$ cat src/rtl/dma.sv
// Bus-master DMA between the ping-pong buffer and the system bus, in bursts.
// Define DMA_STATE_DEBUG_EN to expose the FSM state on s_dma_cur_state.
module dma (
  input  logic        clock,
  input  logic        n_reset,
  input  logic        ipcore_launch_write,
  input  logic        ipcore_launch_read,
  input  logic [3:0]  ipcore_byte_enable,
  input  logic [31:0] ipcore_address,
  input  logic [7:0]  ipcore_burst_size,
  input  logic [7:0]  ipcore_block_sizeIN,
  output logic        ipcore_dma_busy,
  output logic [7:0]  ipcore_block_sizeOUT,
  output logic [8:0]  pp_address,
  output logic [31:0] pp_dataIn,
  output logic        pp_writeEnable,
  input  logic [31:0] pp_dataOut,
  input  logic [31:0] address_dataIN,
  input  logic        end_transactionIN,
  input  logic        data_validIN,
  input  logic        busyIN,
  input  logic        bus_errorIN,
  output logic [31:0] address_dataOUT,
  output logic [3:0]  byte_enableOUT,
  output logic [7:0]  busrt_sizeOUT,
  output logic        read_n_writeOUT,
  output logic        begin_transactionOUT,
  output logic        end_transactionOUT,
  output logic        data_validOUT,
  output logic        busyOUT,
  output logic        requestTransaction,
  input  logic        transactionGranted,
  output logic [3:0]  s_dma_cur_state
);

  typedef enum logic [3:0] {
    S_IDLE       = 4'd0,
    S_REQUEST    = 4'd1,
    S_BEGIN      = 4'd2,
    S_WRITE_DATA = 4'd3,
    S_END_WRITE  = 4'd4,
    S_READ_DATA  = 4'd5,
    S_NEXT       = 4'd6
  } state_t;

  state_t      state_q, state_d;
  logic [31:0] addr_q, addr_d;
  logic [3:0]  be_q, be_d;
  logic [7:0]  burst_q, burst_d;
  logic [7:0]  remain_q, remain_d;
  logic        rd_q, rd_d;
  logic [7:0]  word_idx_q, word_idx_d;
  logic [7:0]  done_q, done_d;

  logic [8:0]  burst_p1;
  logic [7:0]  words;
  logic [7:0]  in_burst;

  always_ff @(posedge clock) begin
    if (!n_reset) begin
      state_q    <= S_IDLE;
      addr_q     <= '0;
      be_q       <= '0;
      burst_q    <= '0;
      remain_q   <= '0;
      rd_q       <= 1'b0;
      word_idx_q <= '0;
      done_q     <= '0;
    end else begin
      state_q    <= state_d;
      addr_q     <= addr_d;
      be_q       <= be_d;
      burst_q    <= burst_d;
      remain_q   <= remain_d;
      rd_q       <= rd_d;
      word_idx_q <= word_idx_d;
      done_q     <= done_d;
    end
  end

  always_comb begin
    state_d    = state_q;
    addr_d     = addr_q;
    be_d       = be_q;
    burst_d    = burst_q;
    remain_d   = remain_q;
    rd_d       = rd_q;
    word_idx_d = word_idx_q;
    done_d     = done_q;

    address_dataOUT      = '0;
    byte_enableOUT       = '0;
    busrt_sizeOUT        = '0;
    read_n_writeOUT      = 1'b0;
    begin_transactionOUT = 1'b0;
    end_transactionOUT   = 1'b0;
    data_validOUT        = 1'b0;
    busyOUT              = 1'b0;
    requestTransaction   = 1'b0;
    pp_dataIn            = '0;
    pp_writeEnable       = 1'b0;

    burst_p1 = {1'b0, burst_q} + 9'd1;
    words    = (burst_p1 > {1'b0, remain_q}) ? remain_q : burst_p1[7:0];
    in_burst = word_idx_q - done_q;

    unique case (state_q)
      S_IDLE: begin
        if (ipcore_launch_write || ipcore_launch_read) begin
          addr_d     = ipcore_address;
          be_d       = ipcore_byte_enable;
          burst_d    = ipcore_burst_size;
          remain_d   = ipcore_block_sizeIN;
          rd_d       = !ipcore_launch_write;
          word_idx_d = '0;
          done_d     = '0;
          if (ipcore_block_sizeIN != 8'd0)
            state_d = S_REQUEST;
        end
      end
      S_REQUEST: begin
        requestTransaction = 1'b1;
        if (transactionGranted)
          state_d = S_BEGIN;
      end
      S_BEGIN: begin
        begin_transactionOUT = 1'b1;
        address_dataOUT      = addr_q;
        byte_enableOUT       = be_q;
        busrt_sizeOUT        = words - 8'd1;
        read_n_writeOUT      = rd_q;
        state_d = rd_q ? S_READ_DATA : S_WRITE_DATA;
      end
      S_WRITE_DATA: begin
        data_validOUT   = 1'b1;
        address_dataOUT = pp_dataOut;
        if (!busyIN) begin
          word_idx_d = word_idx_q + 8'd1;
          if (in_burst + 8'd1 == words)
            state_d = S_END_WRITE;
        end
      end
      S_END_WRITE: begin
        end_transactionOUT = 1'b1;
        state_d = S_NEXT;
      end
      S_READ_DATA: begin
        if (data_validIN && (in_burst < words)) begin
          pp_writeEnable = 1'b1;
          pp_dataIn      = address_dataIN;
          word_idx_d     = word_idx_q + 8'd1;
        end
        if (end_transactionIN)
          state_d = S_NEXT;
      end
      S_NEXT: begin
        addr_d     = addr_q + {22'd0, words, 2'b00};
        remain_d   = remain_q - words;
        done_d     = done_q + words;
        word_idx_d = done_q + words;
        state_d    = (remain_q == words) ? S_IDLE : S_REQUEST;
      end
      default: state_d = S_IDLE;
    endcase

    // Abort keeps only the words already moved in the current burst
    if (bus_errorIN && (state_q != S_IDLE)) begin
      state_d    = S_IDLE;
      word_idx_d = word_idx_q;
      done_d     = word_idx_q;
    end
  end

  // Write path looks one word ahead so buffer data meets the valid cycle
  assign pp_address = {1'b0,
    ((state_q == S_READ_DATA) || (state_q == S_IDLE)) ? word_idx_q : word_idx_d};

  assign ipcore_dma_busy      = (state_q != S_IDLE);
  assign ipcore_block_sizeOUT = done_q;

`ifdef DMA_STATE_DEBUG_EN
  assign s_dma_cur_state = state_q;
`else
  assign s_dma_cur_state = 4'h0;
`endif

endmodule

$ cat config.mk
export PLATFORM = sky130hd
export DESIGN_NAME = dma
export DESIGN_NICKNAME = d
export VERILOG_FILES = /design/src/rtl/dma.sv
export SDC_FILE = /design/constraint.sdc
export NUM_CORES = 1
export LEC_CHECK = 0
export ABC_AREA = 1
export ABC_CLOCK_PERIOD_IN_PS = 5000
export CORE_MARGIN = 2
export CORE_UTILIZATION = 40
export DETAILED_ROUTE_END_ITERATION = 10
export MAX_ROUTING_LAYER = met4
export PLACE_DENSITY = 0.76
export RECOVER_POWER = 100
export SLEW_MARGIN = 30
export SYNTH_ARGS = -nofsm -noshare
export SYNTH_HDL_FRONTEND = slang
export SYNTH_SLANG_ARGS = --single-unit
$ cat constraint.sdc
create_clock -name clock -period 5 [get_ports clock]
set_input_delay 1 -clock clock [delete_from_list [all_inputs] [get_ports clock]]
set_output_delay 1 -clock clock [all_outputs]
set_load 0.02 [all_outputs]
; Word level (Yosys, flattened, before mapping)
; Index checks and enable logic that the tools add are counted.
[classes]
n_addsub = 8
order_cmp = 2
eq_ne = 15
n_mux = 35
n_bitwise = 1
reduce_logical = 15
[ops]
columns = operator, n
row1 = case mux 32 bit (2 select lines), 2
row2 = 2-to-1 mux 32 bit, 3
row3 = 2-to-1 mux 8 bit, 10
row4 = adder 32 x 10 -> 32 bit, 1
row5 = case mux 8 bit (2 select lines), 2
row6 = case mux 8 bit (4 select lines), 1
row7 = 2-to-1 mux 4 bit, 7
row8 = case mux 4 bit (7 select lines), 1
row9 = "adder 8 x 1 -> 8 bit, second input constant", 2
row10 = equality test 8 bit, 2
row11 = subtractor 8 bit, 2
row12 = "equality test 4 x 3 -> 1 bit, second input constant", 3
row13 = "!= test 2 bit, second input constant", 6
row14 = "adder 8 x 1 -> 9 bit, second input constant", 1
row15 = greater-than comparator 9 x 8 -> 1 bit, 1
row16 = adder 8 bit, 1
row17 = "equality test 4 x 2 -> 1 bit, second input constant", 2
row18 = less-than comparator 8 bit, 1
row19 = 2-to-1 mux 1 bit, 8
row20 = nonzero test 8 bit, 1
row21 = "subtractor 8 x 1 -> 8 bit, second input constant", 1
row22 = AND reduction 2 bit, 3
row23 = AND reduction 6 bit, 1
row24 = "equality test 4 x 1 -> 1 bit, second input constant", 1
row25 = other kinds (11), 13
[totals]
regBits = 73
in_bits = 125
out_inout_bits = 105
wordCells = 84

; Longest topological paths before layout
[logic_depth]
depth_word = 9
depth_mapped = 34
ltp_nobuf = 34

; Worst setup path after synthesis
; Ideal clock, no wire load.
[synth_timing]
kind = flip-flop to output port
from = reg burst_q[2]
to = out pp_dataIn[10]
arrival_ps = 4211
required_time_ps = 4000
path_slack_ps = -211
path_stages_with_launch = 25
n_path_buf = 2
cell_sequence = dfxtp_1 nand3_1 nor2_1 nand2_1 o21ai_0 inv_1 ha_1 inv_1 nor2_1 nand4_1 nand2_4 buf_12 nand2_4 nand2_4 ha_1 nand2_1 nand2_1 nor2_1 nand2_1 a31oi_1 nand2_2 nor2_4 inv_1 buf_6 nor2_1
[synth_via]
elab_chain_cells = 7
[synth_lines]
columns = item, line_no
row1 = from (decl), 49  ; logic [7:0] burst_q, burst_d;
row2 = from (signal assigned), 73  ; burst_q <= burst_d;
row3 = adder 8 x 1 -> 9 bit (*), 103  ; burst_p1 = {1'b0, burst_q} + 9'd1;
row4 = greater-than comparator 9 x 8 -> 1 bit, 104  ; words = (burst_p1 > {1'b0, remain_q}) ? remain_q : burst_p1[7:0];
row5 = 2-to-1 mux 8 bit (*), 104
row6 = less-than comparator 8 bit (*), 148  ; if (data_validIN && (in_burst < words)) begin
row7 = logical AND 1 bit (*), 148
row8 = 2-to-1 mux 32 bit (*), 148
row9 = 2-to-1 mux 32 bit (*), 107  ; unique case (state_q)
row10 = to (decl), 15  ; output logic [31:0] pp_dataIn,
; Mark *: on every way between the ends. The rest lies on a longest branch, timed or not.

; Worst setup path in the final report
[layout_timing]
from = reg burst_q[1]
to = out pp_address[6]
[layout_via]
elab_chain_cells = 9
elab_cells_between_ends = 10
cone_classes = add/sub: 2 / order compare: 2 / mux: 5 / reduce/logical: 1
[layout_lines]
columns = item, line_no
row1 = adder 8 x 1 -> 9 bit (*), 103
row2 = greater-than comparator 9 x 8 -> 1 bit, 104
row3 = 2-to-1 mux 8 bit (*), 104
row4 = less-than comparator 8 bit, 148
row5 = logical AND 1 bit, 148
row6 = 2-to-1 mux 8 bit, 148
row7 = case mux 8 bit (4 select lines) (*), 107
row8 = 2-to-1 mux 8 bit (*), 167  ; if (bus_errorIN && (state_q != S_IDLE)) begin
row9 = 2-to-1 mux 8 bit (*), 176  ; ((state_q == S_READ_DATA) || (state_q == S_IDLE)) ? word_idx_q : word_idx_d};
row10 = to (decl), 14  ; output logic [8:0] pp_address,
; Marks and branches as above.

==> impl_metrics.ini <==
[die]
start_util = 0.407
io-pin-count = 230
num_rows = 49
die_h_um = 139
dieArea_um2 = 19400
coreArea_um2 = 18000
die-width_um = 139

[sta]
grt_setup_unrepaired = true
tightest_slew_ps = 1350
slew_headroom = 0.0985
max_freq_mhz = 184
drv_slew = 0
finalHoldViolCount = 0
final.min_clock_period_ps = 5440
skew_ps = 10.3
setup_viol = 43
fin_ws_ps = -441
finalCritPeriodShare = 1.09

[synth]
synth_edf_count = 0
netlist_area_um2 = 7310
synth_seq_area_share = 0.197
ys_types = 52
synth_top_area_frac = 0.197
avgSynthCellArea_um2 = 5.91
synthTopCellsByCount = nand2_1, inv_1, nor2_1
synth_top_cell_by_area = dfxtp_1
async_reset_ff_frac = 0
yosysMostFrequentCell = nand2_1
yosys-top-cells-area = dfxtp_1, nand2_1, inv_1, ha_1, nor2_1
synthCells = 1237
ys_warn_count = 0
ys.flop_type = dfxtp_1
ys_ff_latch = 72

[global_route]
grt_first_pass_wirelength_mm = 45.5
antenna_found_initial = 0
grt_overflow = 0
grt_start_max_net_pins = 45
grt_use_total = 0.297
grt_pass1_vias = 8983

[critical_path]
cp_max_fo = 3
cp-start-kind = flip-flop
r2r_slack_ps = -380
rr_endpoint = word_idx_q[5]
r2r_start = burst_q[1]
cpPeakStageDelay_ps = 370
crit_required_ps = 4000
startpoint = burst_q[1]
endpoint = pp_address[6]
crit_path_end_kind = primary output
cpMostUsedCell = nand2_1
crit_type = flip-flop to primary output
critical_path_arrival_ps = 4440
cp_slowest_cell = dfxtp_4
r2r_cells = 42

[outcome]
status = finished with violations
violations = negative setup slack

[worst_hold_path]
hold_class = flip-flop to flip-flop

[place]
place.gp.congestion = 0.967
place_area_um2 = 10100
dp_hpwl_mm = 21.2
port-buffer-count = 223
pre_cts_slack_ps = -413

[clocking]
cts_max_path_buffers = 2
cts_tree = yes
clk_latency_ps = 350
cts_buffers = 9
cts-htree-levels = 3
clockRootBuffer = clkbuf_16
holdBufCountCts = 0
cts_sinks = 72
path_clk_slew_ps = 60

[routing]
initialDrtViolationCount = 828
via_count = 9728
drt_first_pass_iters = 6
vias_per_cell = 5.41
wirelength_mm = 30.3
ant_nets = 0
routedWlPerCell_um = 16.9
drc = 0

[finish]
final_area_um2 = 11500
area_delta_synth_final_pct = 57.3
antennaDiodeCount = 0
multi_input_area_um2 = 5410
register_area_um2 = 1450
drive_gt1_frac = 0.191
fillers = 1546
final_nets = 1740

[run]
cap_violations = 0

[pwr]
cellLeakagePower_nw = 5.37
ir_drop_uv = 748
cellPowerDensity_nw_per_um2 = 775
-- worst min-delay path by stage --
stage,endpoint,depth (start not counted),from
floorplan,be_q[0],2,be_q[0]
global placement,be_q[3],2,be_q[3]
detailed placement,be_q[0],2,be_q[0]
CTS,be_q[0],2,be_q[0]
global route,be_q[0],2,be_q[0]
finish,be_q[0],2,be_q[0]
-- cell families (layout without fill, tap and decap cells) --
logic type / after synthesis / in the layout / synth area share
buffers and inverters: 231 / 556 / 0.128
adders and majority gates: 51 / 51 / 0.0913
AOI/OAI and AO/OA: 225 / 225 / 0.183
and+or+nand+nor: 635 / 637 / 0.375
xor gates and xnor gates: 22 / 22 / 0.0263
DFF: 72 / 72 / 0.197
other: 1 / 6 / 0.000513
-- cell usage in the layout, fill, tap and decap left out, drive strengths merged, types with 9 or more instances in the layout --
master	Yosys	final
clkbuf	28	15
dfxtp	72	72
nand3	97	97
a211oi	9	9
clkdlybuf4s50	0	167
a21oi	71	71
o211ai	12	12
xor2	17	17
nor3	16	16
buf	16	167
ha	47	47
nor2	139	139
a31oi	14	14
inv	186	186
o21ai	79	79
nand2	342	344
dlygate4sd3	0	11
nand4	19	19
-- worst max-delay path: cells and delay by family (launching register included) --
| kind | cells | cell delay (ps) |
|---|---|---|
| AOI/OAI and AO/OA | 5 | 730 |
| and+or+nand+nor | 17 | 1450 |
| DFF | 1 | 370 |
| adders and majority gates | 4 | 980 |
| xor gates and xnor gates | 1 | 230 |
| buffers and inverters | 4 | 340 |
-- metal layers --
metal  up-vias  track usage  part of all wire
met2       458        0.497              0.49
met3        69       0.0413             0.069
met1      4487        0.365              0.41
li1       4714            -                 -
met5         -            -                 0
met4         0        0.106             0.028
-- metrics by stage --
stage | cells | setup TNS, ps | total power, mW | hold WS, ps | utilization
6_report | 1798 | -9300 | 8.92 | 453 | 0.641
5_1_grt | 1798 | -20420 | 9.63 | 483 | 0.641
4_1_cts | 1787 | -220 | 8.27 | 454 | 0.605
3_5_place_dp | 1714 | -10100 | 6.66 | 446 | 0.564
3_3_place_gp | 1714 | -7520 | 6.58 | 441 | 0.564
2_1_floorplan | 1242 | 0 | 4.69 | 430 | -
-- final cells by class --
class | instances | share of cell area
sequential | 72 | 0.126
inverter | 187 | 0.0612
multi-input combinational | 941 | 0.470
clock inverter | 5 | 0.00685
clock buffer | 11 | 0.0220
tap | 229 | 0.0249
timing repair buffer | 353 | 0.289
-- sequential cells by signal, indices dropped and copies added (netlist names) --
signal                count
be_q                      4
addr_q                   32
state_q                   3
rd_q                      1
burst_q                   8
word_idx_q                8
ipcore_block_sizeOUT      8
remain_q                  8
-- what timing repair did --
| action | 4_1_cts | 5_1_grt |
|---|---|---|
| gates resized for setup | 216 | 147 |
| endpoints found under the hold margin | 0 | 0 |
| gates cloned | 2 | 3 |
| endpoints found under the setup margin | 43 | 49 |
| pin swaps | 18 | 29 |
| buffers inserted | 55 | 9 |
-- report_power, final --
| part | switching (mW) | total (mW) | leakage, nW | internal, mW |
|---|---|---|---|---|
| clock | 0.264 | 0.728 | 0.165 | 0.463 |
| sequential | 0.214 | 0.963 | 0.595 | 0.749 |
| combinational | 4.18 | 7.23 | 4.61 | 3.05 |
(Power assumes the default switching activity.)
